===== config.mk =====
export PLATFORM = sky130hd
export DESIGN_NAME = relu_seq_ctrl
export DESIGN_NICKNAME = d
export VERILOG_FILES = /design/src/rtl/relu_seq_ctrl.sv
export SDC_FILE = /design/constraint.sdc
export NUM_CORES = 1
export LEC_CHECK = 0
export BUFFER_PORTS_ARGS = -buffer_cell sky130_fd_sc_hd__buf_2
export CORE_MARGIN = 2
export CORE_UTILIZATION = 35
export CTS_CLUSTER_DIAMETER = 80
export DETAILED_ROUTE_END_ITERATION = 12
export PLACE_DENSITY_LB_ADDON = 0.05
export SLEW_MARGIN = 20
export SYNTH_ARGS = -nofsm -noshare
export SYNTH_HDL_FRONTEND = slang
export SYNTH_SLANG_ARGS = --single-unit

===== constraint.sdc =====
create_clock -name clk -period 3.15 [get_ports clk]
set_clock_uncertainty 0.1 [all_clocks]
set_input_delay 0.4725 -clock clk [delete_from_list [all_inputs] [get_ports clk]]
set_output_delay 0.4725 -clock clk [all_outputs]
set_load 0.01 [all_outputs]

===== src/rtl/relu_seq_ctrl.sv =====
// ReLU sequencer: streams X SRAM through a sign test into Y SRAM and
// arbitrates single outstanding CPU reads of Y around the engine's writes.
module relu_seq_ctrl #(
  parameter int unsigned NRows  = 8,
  parameter int unsigned NCols  = 8,
  parameter int unsigned ADDR_W = 16,
  parameter int unsigned Data_W = 32
) (
  input  logic              clk,
  input  logic              rst_n,
  input  logic              start,
  output logic              busy,
  output logic              done,
  output logic              x_re,
  output logic [ADDR_W-1:0] x_addr,
  input  logic [Data_W-1:0] x_rdata,
  output logic              y_we,
  output logic              y_re,
  output logic [ADDR_W-1:0] y_addr,
  output logic [Data_W-1:0] y_wdata,
  input  logic [Data_W-1:0] y_rdata,
  input  logic              cpu_y_re,
  input  logic [31:0]       cpu_y_row,
  input  logic [31:0]       cpu_y_col,
  output logic [Data_W-1:0] cpu_y_rdata,
  output logic              cpu_y_rvalid
);

  localparam int unsigned N     = NRows * NCols;
  localparam int unsigned CNT_W = $clog2(N + 1);
  localparam int unsigned AGE_W = 2;

  typedef enum logic [1:0] {S_IDLE, S_RUN, S_DRAIN, S_DONE} state_e;

  state_e              state_q, state_d;
  logic [CNT_W-1:0]    cnt_q, cnt_d;
  logic                x_re_q, x_re_d;
  logic [ADDR_W-1:0]   x_addr_q, x_addr_d;
  logic                y_we_q;
  logic [ADDR_W-1:0]   wr_addr_q;
  logic                pend_q, pend_d;
  logic [ADDR_W-1:0]   pend_addr_q, pend_addr_d;
  logic                pend_oor_q, pend_oor_d;
  logic [AGE_W-1:0]    age_q, age_d;
  logic                rvalid_q;
  logic                resp_oor_q;
  logic                busy_q, busy_d;
  logic                done_q, done_d;

  logic                grant_c;
  logic                keep_c;
  logic                suppress_c;
  logic                y_re_c;
  logic [ADDR_W-1:0]   req_lin_c;
  logic                req_oor_c;

  // CPU request decode: linear address and out-of-range flag
  assign req_lin_c = ADDR_W'(cpu_y_row * NCols + cpu_y_col);
  assign req_oor_c = (cpu_y_row >= NRows) || (cpu_y_col >= NCols);

  // Out-of-range reads never touch the Y port, so they need no free slot
  assign grant_c = pend_q && (pend_oor_q || !y_we_q);
  assign keep_c  = pend_q && !grant_c;
  assign y_re_c  = grant_c && !pend_oor_q;

  // Next-state, issue counter and CPU pending slot
  always_comb begin
    state_d     = state_q;
    cnt_d       = cnt_q;
    x_re_d      = 1'b0;
    x_addr_d    = x_addr_q;
    pend_d      = keep_c;
    pend_addr_d = pend_addr_q;
    pend_oor_d  = pend_oor_q;
    age_d       = '0;
    suppress_c  = 1'b0;

    if (keep_c) begin
      age_d = (age_q == '1) ? age_q : age_q + AGE_W'(1);
    end
    // A slot freed by this cycle's grant can take a new request
    if (cpu_y_re && !keep_c) begin
      pend_d      = 1'b1;
      pend_addr_d = req_lin_c;
      pend_oor_d  = req_oor_c;
    end
    // Skip one read when the request enters its second waiting cycle
    suppress_c = (state_q == S_RUN) && keep_c && (age_d == AGE_W'(1));

    case (state_q)
      S_IDLE: begin
        if (start) begin
          state_d  = S_RUN;
          x_re_d   = 1'b1;
          x_addr_d = '0;
          cnt_d    = CNT_W'(1);
        end
      end
      S_RUN: begin
        if (x_re_q && (cnt_q == CNT_W'(N))) begin
          state_d = S_DRAIN;
        end else if ((cnt_q != CNT_W'(N)) && !suppress_c) begin
          x_re_d   = 1'b1;
          x_addr_d = ADDR_W'(cnt_q);
          cnt_d    = cnt_q + CNT_W'(1);
        end
      end
      S_DRAIN: begin
        if (y_we_q) begin
          state_d = S_DONE;
        end
      end
      S_DONE: begin
        state_d = S_IDLE;
        cnt_d   = '0;
      end
      default: begin
        state_d = S_IDLE;
        cnt_d   = '0;
      end
    endcase

    busy_d = (state_d != S_IDLE);
    done_d = (state_d == S_DONE);
  end

  always_ff @(posedge clk or negedge rst_n) begin
    if (!rst_n) begin
      state_q     <= S_IDLE;
      cnt_q       <= '0;
      x_re_q      <= 1'b0;
      x_addr_q    <= '0;
      y_we_q      <= 1'b0;
      wr_addr_q   <= '0;
      pend_q      <= 1'b0;
      pend_addr_q <= '0;
      pend_oor_q  <= 1'b0;
      age_q       <= '0;
      rvalid_q    <= 1'b0;
      resp_oor_q  <= 1'b0;
      busy_q      <= 1'b0;
      done_q      <= 1'b0;
    end else begin
      state_q     <= state_d;
      cnt_q       <= cnt_d;
      x_re_q      <= x_re_d;
      x_addr_q    <= x_addr_d;
      y_we_q      <= x_re_q;
      wr_addr_q   <= x_addr_q;
      pend_q      <= pend_d;
      pend_addr_q <= pend_addr_d;
      pend_oor_q  <= pend_oor_d;
      age_q       <= age_d;
      rvalid_q    <= grant_c;
      resp_oor_q  <= grant_c && pend_oor_q;
      busy_q      <= busy_d;
      done_q      <= done_d;
    end
  end

  // Write data and CPU read data come straight from the SRAM read ports
  assign busy         = busy_q;
  assign done         = done_q;
  assign x_re         = x_re_q;
  assign x_addr       = x_addr_q;
  assign y_we         = y_we_q;
  assign y_re         = y_re_c;
  assign y_addr       = y_we_q ? wr_addr_q : (y_re_c ? pend_addr_q : '0);
  assign y_wdata      = (y_we_q && !x_rdata[Data_W-1]) ? x_rdata : '0;
  assign cpu_y_rvalid = rvalid_q;
  assign cpu_y_rdata  = (rvalid_q && !resp_oor_q) ? y_rdata : '0;

endmodule

Word level (Yosys, flattened, before mapping)
Index checks and enable logic that the tools add are counted.
Cells by class
  add/sub/neg operators: 3
  reduce and logical (&&, ||, !) cells: 26
  multiplexer cells: 23
  equal/unequal tests: 11
  $lt $le $gt $ge: 2
Operators by type and width (number)
  16-bit two-way mux: 5
  32-bit by 4-bit greater-or-equal comparator with 1-bit output, second input constant: 2
  32-bit two-way mux: 2
  16-bit one-hot mux with 2 select lines: 1
  7-bit two-way mux: 3
  7-bit one-hot mux with 3 select lines: 1
  16-bit adder: 1
  1-bit logical AND: 11
  2-bit two-way mux: 5
  2-bit == test, second input constant: 4
  2-bit one-hot mux with 4 select lines: 1
  4-bit AND reduction: 2
  7-bit by 1-bit adder with 7-bit output, second input constant: 1
  7-bit == test, second input constant: 1
  1-bit zero test: 7
  7-bit != test, second input constant: 1
  2-bit by 1-bit == test with 1-bit output, second input constant: 2
  1-bit two-way mux: 4
  2-bit != test, second input constant: 2
  2-bit nonzero test: 2
  3-bit nonzero test: 1
  2-bit by 1-bit adder with 2-bit output, second input constant: 1
  2-bit zero test: 1
  1-bit logical OR: 2
  other kinds (2): 2
Storage, ports and cells
  word-level logic and storage cells: 79
  register bits: 67
  output and inout bits: 102

Longest topological paths before layout
  depth after elaboration: 13
  gate-level depth with buffers: 7
  depth with buffers taken out: 7

Least setup slack after synthesis
Ideal clock, no wire load.
  path kind: input-to-reg
  start: input port cpu_y_row[0]
  end: register pend_addr_q[13]
  setup slack: 0.923 ns
  arrival time: 1.993 ns
  path buffers: 0
  required time: 2.916 ns
  cell stages on the path: 7
  cells stage by stage: ha_1 -> fa_1 -> a211oi_1 -> o211ai_1 -> a41oi_1 -> xor2_1 -> o21ai_0
On the way
  cells in the longest elaborated chain, start to end: 1
RTL lines
  start, declared: RTL line 23  | input logic [31:0] cpu_y_row,
  16-bit adder: RTL line 58  | assign req_lin_c = ADDR_W'(cpu_y_row * NCols + cpu_y_col);
  end signal, assigned: RTL line 151  | pend_addr_q <= pend_addr_d;
  end, declared: RTL line 42  | logic [ADDR_W-1:0] pend_addr_q, pend_addr_d;
No other way between the ends.
A chain may end at the register's enable or synchronous reset.

Worst setup path in the final report
  start: register y_we_q, in the netlist y_we
  end: output port y_wdata[25]
On the way
  cells in the longest elaborated chain, start to end: 2
RTL lines
  start, declared: RTL line 39  | logic y_we_q;
  start signal, assigned: RTL line 148  | y_we_q <= x_re_q;
  1-bit logical AND: RTL line 169  | assign y_wdata = (y_we_q && !x_rdata[Data_W-1]) ? x_rdata : '0;
  32-bit two-way mux: RTL line 169
  end, declared: RTL line 20  | output logic [Data_W-1:0] y_wdata,
No other way between the ends.

==> results.cfg <==
[status]
status = completed

[placed_design]
place_inst = 673
place_ws_ns = 0.602
dpl.hpwl_mm = 8.16
gp_congestion = 0.843
dpl_cell_area_um2 = 4360
io_buffer_count = 223

[global_routing]
grt_pass1_vias = 3001
antenna_found_initial = 4
grt_overflow = 0
grt_pass1_wl_mm = 14.8
grt_usage = 0.186
grt_max_degree = 33

[cells_and_area]
final_nets = 719
fillers = 867
drive_gt1_frac = 0.435
multi_input_area_um2 = 1820
syn_to_final_growth_pct = 39.7
final_cell_area_um2 = 4470
seq_area_um2 = 1230
final_cell_count_no_fill = 684

[power]
power.switching_mw = 1.04
peakVddDrop_uv = 471
sequentialPowerShare = 0.400
p_leak_nw = 2.45
power_density_nw_per_um2 = 585
pwr-share-clk = 0.147
combPwrFrac = 0.453
power.internal_mw = 1.57
swShare = 0.400

[sta]
tightest_slew_ns = 0.875
finalCritPeriodShare = 0.842
slew_viol_final = 0
max_slew_margin = 0.415
hold_ws_ns = 0.0117
setup_tns_ns = 0
fmax_mhz = 377
hold_violations = 0
rsz0062_at_grt = no
setup_viol = 0
layout_setup_ws_ns = 0.497
period_minus_slack_ns = 2.65

[clock_tree]
cts_tree = yes
cts_setup_buffers = 0
cts_hold_buf = 0
clock_sinks = 49
cts_made_buffers = 5
clk_pin_slew_ns = 0.09
htree_levels = 2
clockBufferDepth = 2
clk_latency_ns = 0.30
cts-root-buf = clkbuf_8
cts_resized = 0

[critical_path]
critPathArrivalTime_ns = 2.08
startpoint_type = flop
end_kind = output port
path_cells = inv_1 -> nor2_1 -> buf_4 -> and2_1 -> buf_2
crit_type = flop to output port
crit_fanout = 19
critPathMaxStageDelay_ns = 0.61
cp_top_family = flip-flops
cp_slowest_cell = dfrtp_1
cp.buffers_inverters = 3
required_ns = 2.58

[route]
viasPerCell = 4.79
vias = 3275
wl_mm = 9.68
initialDrtViolationCount = 159
dr.pass1.iters = 4
ant_nets = 0
wl_per_cell_um = 14.1
drc = 0

[die]
core_area_um2 = 8810
die_x_um = 99.6
row_count = 34
dieArea_um2 = 9910
die_y_um = 99.6
start_util = 0.363
ioPinCount = 234

[synthesis]
syn_area_um2 = 3200
ys_async_sr_fraction = 1.00
avgSynthCellArea_um2 = 8.95
synth-edff-count = 0
synth_cell_types = 46
synth_ff_type = dfrtp_1
synth-seq-cells = 49
postSynthCellCount = 357
seq_area_frac_synth = 0.384
yosysWarnings = 0

[min_path]
hold_path_class = input pin to async pin

[flow_run]
max_cap_viol_count = 0
-- stage by stage --
step                      total power, mW   util
after floorplan                      1.79      -
after global placement               2.24  0.493
after detailed placement             2.25  0.496
after CTS                            2.65  0.506
after global routing                 2.84  0.507
final                                2.61  0.507
-- final timing paths --
kind                            slack, ns                          to  cells after the start             startpoint
min in group clk                     0.28            pend_q$_DFF_PN0_                      2               cpu_y_re
worst min register to register       0.31      wr_addr_q[6]$_DFF_PN0_                      0  x_addr[6]$_DFFE_PN0P_
worst max register to register       1.02  pend_addr_q[4]$_DFFE_PN0P_                      3         y_we$_DFF_PN0_
max in group asynchronous            2.42        cnt_q[0]$_DFFE_PN0P_                      2                  rst_n
worst min-delay path                 0.01              busy$_DFF_PN0_                      1                  rst_n
worst max-delay path                 0.50                 y_wdata[25]                      5         y_we$_DFF_PN0_
-- synthesized netlist by cell type, types with 3 or more instances --
library cell	instances	area share
and2_1	74	0.14
dfrtp_1	49	0.38
nand2_1	34	0.040
o21ai_0	23	0.036
nor4_1	15	0.029
a21oi_1	14	0.022
ha_1	14	0.055
nor2_1	13	0.015
buf_4	11	0.026
clkbuf_1	9	0.011
xnor2_1	9	0.025
a21o_1	7	0.016
a22o_1	7	0.019
inv_1	7	0.0082
nand4_1	6	0.012
mux2_2	5	0.018
nand3_1	5	0.0078
xor2_1	5	0.014
a211oi_1	4	0.0094
a31oi_1	4	0.0078
and3_1	4	0.0078
buf_2	4	0.0063
o211ai_1	4	0.0094
nand2b_1	3	0.0059
-- placed cells by master, fill, tap and decap left out, types with 9 or more instances in the layout --
| cell type | n |
|---|---|
| buf_2 | 223 |
| and2_1 | 74 |
| dfrtp_1 | 49 |
| nand2_1 | 34 |
| o21ai_0 | 23 |
| nor4_1 | 15 |
| a21oi_1 | 14 |
| ha_1 | 14 |
| nor2_1 | 13 |
| conb_1 | 10 |
| xnor2_1 | 9 |
-- layer usage --
layer  track usage  vias up  wire (um)
li1              -     1652          -
met1         0.255     1484       4360
met2         0.281      118       4420
met3        0.0492       19        630
met4        0.0748        2        258
met5             0        -         13
-- flip-flops by register name, summed over array words and instances (netlist names), 2 cells and up --
| register | cells |
|---|---|
| pend_addr_q | 16 |
| age_q | 2 |
| x_addr | 7 |
| wr_addr_q | 7 |
| cnt_q | 7 |
| state_q | 2 |
-- cell families (layout without fill, tap and decap cells) --
logic type,after synthesis,in the layout,share of synthesized area
AND/OR/NAND/NOR,163,163,0.284
AO/OA/AOI/OAI,74,74,0.153
flip-flops,49,49,0.384
buffers and inverters,35,242,0.0583
adder cells (fa/ha/maj),15,15,0.0611
XOR/XNOR,14,14,0.0384
multiplexers,6,6,0.0207
other,1,13,0.00117
-- power groups by stage --
stage	clock network, mW	registers, mW	logic (mW)
after floorplan	0	1.01	0.779
after global routing	0.426	1.08	1.34
after global placement	0	1.06	1.18
after detailed placement	0	1.06	1.19
final	0.384	1.05	1.18
after CTS	0.403	1.05	1.20
-- worst reg2reg max path: cells and delay by family, from the launching register on --
family,cells,cell delay (ns)
flops,1,0.61
mux,1,0.42
simple gates,2,0.89
-- final cells by class --
class,count,area share
clock inverter,3,0.00588
timing repair buffer,227,0.259
antenna,3,0.00168
inverter,7,0.00588
tap,108,0.0303
clock buffer,5,0.0154
multi-input combinational,282,0.407
sequential,49,0.275
No activity file was read; power rests on OpenSTA's default activity.
